File: src/rtl/cnn_ctrl_pkg.sv
// Shared definitions for the convolution control slice: FSM state encoding
// and default counter width.
package cnn_ctrl_pkg;

  localparam int unsigned CW_DEFAULT = 16;

  typedef enum logic [2:0] {
    ST_IDLE      = 3'd0,
    ST_ISSUE     = 3'd1,
    ST_WAIT_LOAD = 3'd2,
    ST_WAIT_COMP = 3'd3,
    ST_DONE      = 3'd4
  } state_t;

endpackage

File: src/rtl/load_flag_tracker.sv
// Sticky "load done" flag for one loader. Cleared (or preset) when a tile
// is issued, set by the loader's done pulse. A done pulse that lands on an
// already-set flag is reported as a duplicate.
module load_flag_tracker (
  input  logic clk,
  input  logic rst,
  input  logic clear,
  input  logic preset,
  input  logic done,
  output logic flag,
  output logic dup_err
);

  logic r_flag;

  // Clear has priority so a fresh tile always starts from the preset value.
  always_ff @(posedge clk or posedge rst) begin
    if (rst) begin
      r_flag <= 1'b0;
    end else if (clear) begin
      r_flag <= preset;
    end else if (done) begin
      r_flag <= 1'b1;
    end
  end

  assign flag    = r_flag;
  assign dup_err = done & r_flag & ~clear;

endmodule

File: src/rtl/gen_load_start.sv
// Layer-level load issuer: walks OC_TILES x IC_TILES tiles (input-channel
// tile innermost), pulses the three loader starts per tile, gathers their
// done pulses and waits for compute_done before advancing. The out_fm load
// is replaced by a skip pulse on ic_idx==0 tiles since partial sums start
// at zero.
module gen_load_start
  import cnn_ctrl_pkg::*;
#(
  parameter int unsigned CW       = CW_DEFAULT,
  parameter int unsigned IC_TILES = 4,
  parameter int unsigned OC_TILES = 2
) (
  input  logic          clk,
  input  logic          rst,
  input  logic          conv_start,
  output logic          in_fm_load_start,
  output logic          weight_load_start,
  output logic          out_fm_load_start,
  output logic          out_fm_skip,
  input  logic          in_fm_load_done,
  input  logic          weight_load_done,
  input  logic          out_fm_load_done,
  input  logic          compute_done,
  output logic [CW-1:0] ic_idx,
  output logic [CW-1:0] oc_idx,
  output logic          busy,
  output logic          layer_done,
  output logic          proto_err
);

  state_t        r_state;
  logic          r_in_start;
  logic          r_wt_start;
  logic          r_out_start;
  logic          r_out_skip;
  logic [CW-1:0] r_ic;
  logic [CW-1:0] r_oc;
  logic          r_busy;
  logic          r_layer_done;
  logic          r_proto_err;

  logic w_issue;
  logic w_wait_load;
  logic w_wait_comp;
  logic w_ic_zero;
  logic w_ic_last;
  logic w_oc_last;
  logic w_in_flag;
  logic w_wt_flag;
  logic w_out_flag;
  logic w_in_dup;
  logic w_wt_dup;
  logic w_out_dup;
  logic w_all_loaded;
  logic w_any_done;
  logic w_stray_done;
  logic w_err;

  assign w_issue     = (r_state == ST_ISSUE);
  assign w_wait_load = (r_state == ST_WAIT_LOAD);
  assign w_wait_comp = (r_state == ST_WAIT_COMP);
  assign w_ic_zero   = (r_ic == '0);
  assign w_ic_last   = (r_ic == CW'(IC_TILES - 1));
  assign w_oc_last   = (r_oc == CW'(OC_TILES - 1));

  load_flag_tracker u_in_flag (
    .clk     (clk),
    .rst     (rst),
    .clear   (w_issue),
    .preset  (1'b0),
    .done    (in_fm_load_done & w_wait_load),
    .flag    (w_in_flag),
    .dup_err (w_in_dup)
  );

  load_flag_tracker u_wt_flag (
    .clk     (clk),
    .rst     (rst),
    .clear   (w_issue),
    .preset  (1'b0),
    .done    (weight_load_done & w_wait_load),
    .flag    (w_wt_flag),
    .dup_err (w_wt_dup)
  );

  load_flag_tracker u_out_flag (
    .clk     (clk),
    .rst     (rst),
    .clear   (w_issue),
    .preset  (w_ic_zero),
    .done    (out_fm_load_done & w_wait_load),
    .flag    (w_out_flag),
    .dup_err (w_out_dup)
  );

  // A done arriving this cycle counts toward completion, so the final done
  // moves the FSM on at the very next edge.
  assign w_all_loaded = (w_in_flag  | in_fm_load_done)  &
                        (w_wt_flag  | weight_load_done) &
                        (w_out_flag | out_fm_load_done);

  assign w_any_done   = in_fm_load_done | weight_load_done | out_fm_load_done;
  assign w_stray_done = w_any_done &
                        ((r_state == ST_IDLE) | w_wait_comp | (r_state == ST_DONE));

  assign w_err = w_in_dup | w_wt_dup | w_out_dup | w_stray_done |
                 (out_fm_load_done & w_ic_zero) |
                 (compute_done & ~w_wait_comp);

  // Tile-walk FSM with registered pulses, indices and status flags.
  always_ff @(posedge clk or posedge rst) begin
    if (rst) begin
      r_state      <= ST_IDLE;
      r_in_start   <= 1'b0;
      r_wt_start   <= 1'b0;
      r_out_start  <= 1'b0;
      r_out_skip   <= 1'b0;
      r_ic         <= '0;
      r_oc         <= '0;
      r_busy       <= 1'b0;
      r_layer_done <= 1'b0;
      r_proto_err  <= 1'b0;
    end else begin
      r_in_start   <= 1'b0;
      r_wt_start   <= 1'b0;
      r_out_start  <= 1'b0;
      r_out_skip   <= 1'b0;
      r_layer_done <= 1'b0;
      if (w_err) begin
        r_proto_err <= 1'b1;
      end
      case (r_state)
        ST_IDLE: begin
          if (conv_start) begin
            r_ic        <= '0;
            r_oc        <= '0;
            r_proto_err <= 1'b0;
            r_busy      <= 1'b1;
            r_state     <= ST_ISSUE;
          end
        end
        ST_ISSUE: begin
          r_in_start  <= 1'b1;
          r_wt_start  <= 1'b1;
          r_out_start <= ~w_ic_zero;
          r_out_skip  <= w_ic_zero;
          r_state     <= ST_WAIT_LOAD;
        end
        ST_WAIT_LOAD: begin
          if (w_all_loaded) begin
            r_state <= ST_WAIT_COMP;
          end
        end
        ST_WAIT_COMP: begin
          if (compute_done) begin
            if (w_ic_last && w_oc_last) begin
              r_state <= ST_DONE;
            end else if (w_ic_last) begin
              r_ic    <= '0;
              r_oc    <= r_oc + 1'b1;
              r_state <= ST_ISSUE;
            end else begin
              r_ic    <= r_ic + 1'b1;
              r_state <= ST_ISSUE;
            end
          end
        end
        ST_DONE: begin
          r_layer_done <= 1'b1;
          r_busy       <= 1'b0;
          r_state      <= ST_IDLE;
        end
        default: begin
          r_state <= ST_IDLE;
        end
      endcase
    end
  end

  assign in_fm_load_start  = r_in_start;
  assign weight_load_start = r_wt_start;
  assign out_fm_load_start = r_out_start;
  assign out_fm_skip       = r_out_skip;
  assign ic_idx            = r_ic;
  assign oc_idx            = r_oc;
  assign busy              = r_busy;
  assign layer_done        = r_layer_done;
  assign proto_err         = r_proto_err;

endmodule

File: config.mk
export PLATFORM = sky130hd
export DESIGN_NAME = gen_load_start
export DESIGN_NICKNAME = d
export VERILOG_FILES = /design/src/rtl/cnn_ctrl_pkg.sv /design/src/rtl/load_flag_tracker.sv /design/src/rtl/gen_load_start.sv
export SDC_FILE = /design/constraint.sdc
export NUM_CORES = 1
export LEC_CHECK = 0
export BUFFER_PORTS_ARGS = -buffer_cell sky130_fd_sc_hd__clkbuf_2
export CORE_MARGIN = 2
export CORE_UTILIZATION = 60
export DETAILED_ROUTE_END_ITERATION = 12
export GPL_TIMING_DRIVEN = 0
export PLACE_DENSITY = 0.84
export SYNTH_ARGS = -nofsm -noshare
export SYNTH_HDL_FRONTEND = slang
export SYNTH_HIERARCHICAL = 1
export SYNTH_SLANG_ARGS = --single-unit
File: constraint.sdc
create_clock -name clk -period 5.1 [get_ports clk]
set_input_delay 0.51 -clock clk [delete_from_list [all_inputs] [get_ports clk]]
set_output_delay 0.51 -clock clk [all_outputs]
set_load 0.01 [all_outputs]
==> impl_results.md, run 1 <==
- Seq/Total Area, Yosys: 43.6%
- TritonCTS clock tree: yes
- Drt drc: 0
- Primary FF master, synth: dfrtp_1
- Leakage power: 1.28 nW
- RR Endpoint: proto_err
- CP Depth: 6
- Crit path time final: 2.54 ns
- P&R area growth vs syn: 15.2%
- P per Cell Area: 411 nW/um^2
- Synthesized area: 2530 um^2
- WL per Instance: 16.0 um
- Die span in y: 68.9 um
- Worst Setup SP: r_state[1]
- N_diodes: 0
- CTS H-tree depth: 2
- Buffers plus inverters on the worst setup path: 1
- Largest cells by area after synthesis: dfrtp_1 44%, nand2_1 3.6%, nand3_1 3.2%
- Cells after Synth: 278
- Top cell type's share of synthesized area: 43.6%
- Final Core Density: 72.2%
- Core area: 4030 um^2
- Setup Viol. Count Final: 0
- Largest net degree at the start of global routing: 42
- Resized Gates After CTS: 0
- Total Power: 1.20 mW
- Crit-path cells: clkbuf_1 -> nor3_1 -> nor2_1 -> or4_1 -> a21oi_1 -> a21boi_0
- RSZ-0062 raised after global routing: false
- Synthesized area per cell: 9.09 um^2
- HPWL after DPL: 4.32 mm
- Non-filler cells in the finished layout: 382
- Leading area contributor after synthesis: dfrtp_1
- IO buf count: 45
- Flop2flop setup slack: 2.56 ns
- Crit path capture: proto_err
- CP Capture Type: flip-flop
- Critical path arrival: 2.72 ns
- WS Path Type: flip-flop to flip-flop
- DR pass1 iterations: 5
- Count leader, synth: dfrtp_1
- IO Count: 46
- Post-CTS Hold Buffers: 0
- Final setup TNS: 0 ns
- Data required, critical path: 5.28 ns
- Clk pin slew, worst setup/hold paths: 0.08 ns
- Bufs on Longest Clock Path: 2
- Slew margin rel.: 27.0%
- Syn. warnings: 6
- FF+latch count, synth: 44
- Starting DRT DRC Count: 249
- Clock latency on the worst-skew pair: 0.30 ns
- Worst hold path class: input port to asynchronous set/reset pin
- Root Driver: clkbuf_8
- Highest clock rate: 394 MHz
- TritonCTS Buffers: 5
- Fraction of layout cells with a size suffix above 1: 20.8%
- RePlAce Congestion: 0.914
- Final Hold Viols: 0
- GRT Overall Usage: 28.0%
- Worst-path fanout max: 12
- Die area: 4750 um^2
- Critical path launch point type: flip-flop
- Row count: 23
- Antenna-violating nets left: 0
- Dpl cells: 374
- Clock Skew: 0.00666 ns
- Die width: 68.9 um
- Final WL: 6.10 mm
- Vias/cell: 6.36
- Commonest cells in the netlist: 44 x dfrtp_1, 24 x nand2_1, 19 x nor2_1, 16 x nand3_1, 15 x inv_1
- Max Slew Vio Count: 0
- Final Cycle Share: 49.7%
- Slew at the pin closest to its max-slew limit: 1.09 ns
- Synth unique cells: 52
- Initial Util: 62.7%
- Critical-path top delay cell: nor3_1
- Post-CTS Setup Bufs: 0
- Grt ovf: 0
- Crit-path leading delay family: simple AND/OR/NAND/NOR gates
- Asr flop ratio synth: 100%
- Clk sink count: 44
- Vias in the first global route: 2051
- Antenna violations before repair: 0
- EDFF count, synth: 0
- Crit-path max cell delay: 0.92 ns
- Final #Nets: 342
- Status: completed
- Reg-to-Reg Start: r_state[1]
- Reg2reg path depth: 6
- Max-cap violation count: 0
- Max IR drop VDD: 0.000272 V
- First-pass GRT wire length: 9.85 mm
- Via count: 2429
cells by family after synthesis:
group	share of synthesized area [%]
fa+ha+maj	1.98
xor+xnor	0.694
mux	2.48
simple gates	28.8
other cells	0.148
compound gates	17.8
buf+inv	4.51
flops	43.6
final cells by class:
type | count | area (um^2)
Timing Repair Buffer | 45 | 225
Sequential cell | 44 | 1100
Clock buffer | 6 | 82.6
Multi-Input combinational cell | 208 | 1320
Clock inverter | 2 | 10.0
Tap cell | 50 | 62.6
Fill cell | 313 | 1120
Inverter | 15 | 56.3
Buffer | 12 | 57.6
flip-flops by register name, indices dropped and copies added (netlist names):
register and cells:
proto_err 1, weight_load_start 1, u_in_flag/flag 1, layer_done 1
busy 1, oc_idx 16, u_wt_flag/flag 1, out_fm_skip 1
r_state 3, ic_idx 16, u_out_flag/flag 1, out_fm_load_start 1
how the worst min path moves through the flow:
stage / startpoint / end / slack, ns / cells past startpoint
after floorplan: rst / u_in_flag/flag / 0.24 / 1
after global placement: rst / u_wt_flag/flag / 0.37 / 2
final: rst / u_in_flag/flag / 0.06 / 2
after detailed placement: rst / u_wt_flag/flag / 0.38 / 2
after CTS: rst / u_wt_flag/flag / 0.05 / 2
after global routing: rst / u_wt_flag/flag / 0.06 / 2
routing by layer:
| metal | wire [um] | vias to the layer above | global-route usage, % |
|---|---|---|---|
| met3 | 447 | 10 | 6.01 |
| li1 | - | 1148 | - |
| met4 | 92 | 0 | 10.8 |
| met2 | 2840 | 109 | 40.5 |
| met5 | 0 | - | 0 |
| met1 | 2710 | 1162 | 41.0 |
worst register-to-register path: stages, from the launching register on:
cell	delay (ns)
dfrtp_1	0.38
clkbuf_1	0.21
nor3_1	0.92
nor2_1	0.11
or4_1	0.57
a21oi_1	0.14
a21boi_0	0.09
per-stage QoR:
| step | hold slack (ns) | instance area (um^2) | setup WS, ns |
|---|---|---|---|
| 6_report | 0.0556 | 2910 | 2.56 |
| 5_1_grt | 0.0625 | 2910 | 2.40 |
| 3_3_place_gp | 0.368 | 2820 | 2.68 |
| 2_1_floorplan | 0.239 | 2530 | 2.97 |
| 4_1_cts | 0.0478 | 2910 | 2.55 |
| 3_5_place_dp | 0.378 | 2820 | 2.57 |
placed cells by master (no fill, tap or decap), drive strengths merged, types with 10 or more instances in the layout:
cell type,n
dfrtp,44
o21ai,19
nand2,25
o31ai,10
nand4,13
nor2,19
nor4,10
inv,15
a21oi,10
nand3,16
clkbuf,60
power breakdown:
group	total, mW	switching, mW	internal (mW)	leakage, nW
Combinational	0.483	0.299	0.184	0.655
Clock	0.230	0.122	0.108	0.0510
Sequential	0.482	0.0712	0.411	0.579
Power figures use the tool's default switching activity.
==> run 2: changes to the inputs <==
Settings changed: ABC_AREA set to 1, CORE_UTILIZATION 60 to 52, PLACE_DENSITY 0.84 to 0.76.
Clock period 5.1 ns to 2.1 ns, I/O delays scaled along.
==> run 2 against run 1 <==
  * Sequential power rose by 120%
  * Routed wire length grew 7.6%
  * Non-clock buffer count unchanged
  * Synthesized area up 17%
  * Register-to-register slack got worse by 2.3 ns
  * Clock power grew 130%
  * Synthesized cell count increased by 63%
  * Worst setup slack got worse by 2.3 ns
  * Die area rose by 33%
  * Total power up 140%
  * Count of clock-buffer cells in the layout is 1 lower
  * Flip-flop and latch count is the same
==> impl_results.md, run 2 <==
- Commonest cells after routing, fill and taps aside: 166 x nand2_1, 71 x nor2_1, 50 x inv_1
- CP most frequent cell: nand2_1
- Flop2flop setup slack: 0.25 ns (-2.31 ns)
- Critical path launch point type: flip-flop
- Critical-path top delay cell: dfrtp_1
- Core area: 5510 um^2 (+37%)
- Synthesized area per cell: 6.53 um^2 (-28%)
- Vias/cell: 4.95 (-22%)
- Met1 usage: 29.7% (-11 points)
- Setup ws final: 0.255 ns (-2.31 ns)
- Clock latency on the worst-skew pair: 0.30 ns (about the same)
- Final #Nets: 517 (+51%)
- Syn. warnings: 6 (unchanged)
- Clk sink count: 44 (unchanged)
- Leakage power: 1.80 nW (+40%)
- Synthesized area: 2950 um^2 (+17%)
- Asr flop ratio synth: 100% (unchanged)
- Root Driver: clkbuf_8
- Post-CTS Hold Buffers: 1 (+1)
- Fill cell count: 519 (+66%)
- IO Count: 46 (unchanged)
- Die area: 6290 um^2 (+33%)
- Starting DRT DRC Count: 139 (-44%)
- Primary FF master, synth: dfrtp_1
- Die span in y: 79.3 um (+15%)
- Worst hold path class: input port to flip-flop
- TritonCTS Buffers: 5 (unchanged)
- Crit path time final: 1.85 ns (-0.691 ns)
- Commonest non-fill, non-tap cell in the layout: nand2_1
- Top cell type's share of synthesized area: 37.3% (-6.3 points)
- Reg area: 1100 um^2 (unchanged)
- Worst-path fanout max: 10 (-2)
- Largest net degree at the start of global routing: 42 (unchanged)
- Final Cycle Share: 87.9% (+38 points)
- Top Usage Layer GRT: met2
- Die width: 79.3 um (+15%)
- CTS H-tree depth: 2 (unchanged)
- Resized Gates After CTS: 0 (unchanged)
- Final setup TNS: 0 ns (unchanged)
- Clk pin slew, worst setup/hold paths: 0.09 ns (about the same)
- Vias in the first global route: 2672 (+30%)
- P&R area growth vs syn: 13.9%
- Slew at the pin closest to its max-slew limit: 0.863 ns (-0.223 ns)
- Largest cells by area after synthesis: dfrtp_1 37%, nand2_1 21%, nor2_1 9.0%
- WL per Instance: 11.4 um (-29%)
- Cells after Synth: 452 (+63%)
- Highest clock rate: 542 MHz (+37%)
- Max-cap violation count: 0 (unchanged)
- Multi-input logic area: 1580 um^2 (+20%)
- Final WL: 6.56 mm (+7.6%)
- Final Hold Viols: 0 (unchanged)
- Drt drc: 0 (unchanged)
- Bufs on Longest Clock Path: 2 (unchanged)
- Worst Hold Path EP: proto_err
- Hold path startpoint: out_fm_load_done
- Initial Util: 53.6% (-9.1 points)
- RR Endpoint: oc_idx[7]
- Clock Skew: 0.00330 ns (-0.00336 ns)
- Fraction of layout cells with a size suffix above 1: 16.0% (-4.8 points)
- RSZ-0062 raised after global routing: false
- CP Capture Type: flip-flop
- Synth unique cells: 30 (-42%)
- DR pass1 iterations: 4 (-1)
- Crit-path cells: nor2_1 -> nand2_1 -> nor2_1 -> nand2_2 -> a21oi_2 -> nand2_4 -> buf_6 -> nand2_1 -> nand2_1
- RePlAce Congestion: 0.869 (-4.9%)
- GR Layer Usage met2: 38.8% (-1.7 points)
- Commonest cells in the netlist: 166 x nand2_1, 71 x nor2_1, 51 x inv_1, 44 x dfrtp_1, 42 x nand3_1
- Crit-path max cell delay: 0.46 ns (-0.46 ns)
- IO buf count: 45 (unchanged)
- Pre-CTS setup slack: 0.259 ns (-2.31 ns)
- WS Path Type: flip-flop to flip-flop
- Max IR drop VDD: 0.000420 V (+55%)
- TritonCTS clock tree: yes
- Max Slew Vio Count: 0 (unchanged)
- N_diodes: 0 (unchanged)
- P per Cell Area: 855 nW/um^2 (+110%)
- Grt ovf: 0 (unchanged)
- Leading area contributor after synthesis: dfrtp_1
- Critical path arrival: 2.04 ns (-0.68 ns)
- First-pass GRT wire length: 11.6 mm (+18%)
- Count leader, synth: nand2_1
- Slew margin rel.: 42.4% (+15 points)
- Design area: 3360 um^2 (+15%)
- EDFF count, synth: 0 (unchanged)
- Row count: 27 (+17%)
- Setup Viol. Count Final: 0 (unchanged)
- Via count: 2861 (+18%)
- Met3 usage: 3.30% (-2.7 points)
- GRT Overall Usage: 22.9% (-5.1 points)
- Seq/Total Area, Yosys: 37.3% (-6.3 points)
- Antenna violations before repair: 0 (unchanged)
- Status: completed
- Post-CTS Setup Bufs: 0 (unchanged)
- FF+latch count, synth: 44 (unchanged)
- HPWL after DPL: 4.95 mm (+15%)
- Reg2reg path depth: 9 (+3)
- Antenna-violating nets left: 0 (unchanged)
- Hold Path Cell Cnt: 3
- Reg-to-Reg Start: ic_idx[10]
- Cell Area, Placed: 3270 um^2 (+16%)
- Data required, critical path: 2.29 ns (-2.99 ns)
run 2: critical path: cells and delay by family (launching register included):
family	cells	cell delay (ns)
flip-flops	1	0.46
buffers and inverters	1	0.16
AND/OR/NAND/NOR	7	0.85
AO/OA/AOI/OAI	1	0.28
run 2: per-layer routing:
layer  share of wire (%)  vias to the layer above  routed length [um]
met3                 3.8                        5                 251
met5                   0                        -                   0
met4                0.91                        0                  60
met1                  47                     1306                3100
met2                  48                       54                3150
li1                    -                     1496                   -
run 2: worst max path at each step:
stage                 to        from  slack, ns  depth (start not counted)
6_report       oc_idx[7]  ic_idx[10]       0.25                          9
5_1_grt        oc_idx[7]  ic_idx[10]       0.10                          9
4_1_cts        oc_idx[5]  ic_idx[10]       0.24                          9
3_5_place_dp   oc_idx[7]  ic_idx[10]       0.26                          9
3_3_place_gp   oc_idx[3]         rst       0.29                          2
2_1_floorplan  ic_idx[2]   ic_idx[1]       0.52                          9
run 2: kinds of logic (layout without fill, tap and decap cells):
| group | Yosys count | count (layout) | synth area share (%) |
|---|---|---|---|
| flip-flops | 44 | 44 | 37.3 |
| adder cells (fa/ha/maj) | 4 | 4 | 1.70 |
| other | 1 | 2 | 0.127 |
| AND/OR/NAND/NOR | 312 | 312 | 45.3 |
| XOR/XNOR | 8 | 8 | 2.37 |
| AO/OA/AOI/OAI | 19 | 19 | 3.77 |
| buffers and inverters | 64 | 117 | 9.41 |
run 2: where the power goes:
part	switching, mW	internal, mW
Clock	0.305	0.226
Sequential	0.0870	0.957
Combinational	0.881	0.418
Total	1.27	1.60
run 2: cell type report:
type                       instances  share of cell area (%)
buffer                            11                    2.35
clock buffer                       5                    2.05
clock inverter                     2                   0.372
inverter                          53                    5.92
multi-input combinational        345                    46.9
sequential                        44                    32.8
tap                               72                    2.68
timing repair buffer              46                    7.00
run 2: metrics by stage:
stage          power (mW)  util [%]  hold slack (ns)  std cells
2_1_floorplan        2.01         -          -0.0613        453
3_5_place_dp         2.37      59.4           0.0828        570
5_1_grt              3.11      61.0            0.224        578
3_3_place_gp         2.33      59.4           0.0732        570
6_report             2.87      61.0            0.191        578
4_1_cts              2.90      61.0            0.186        578
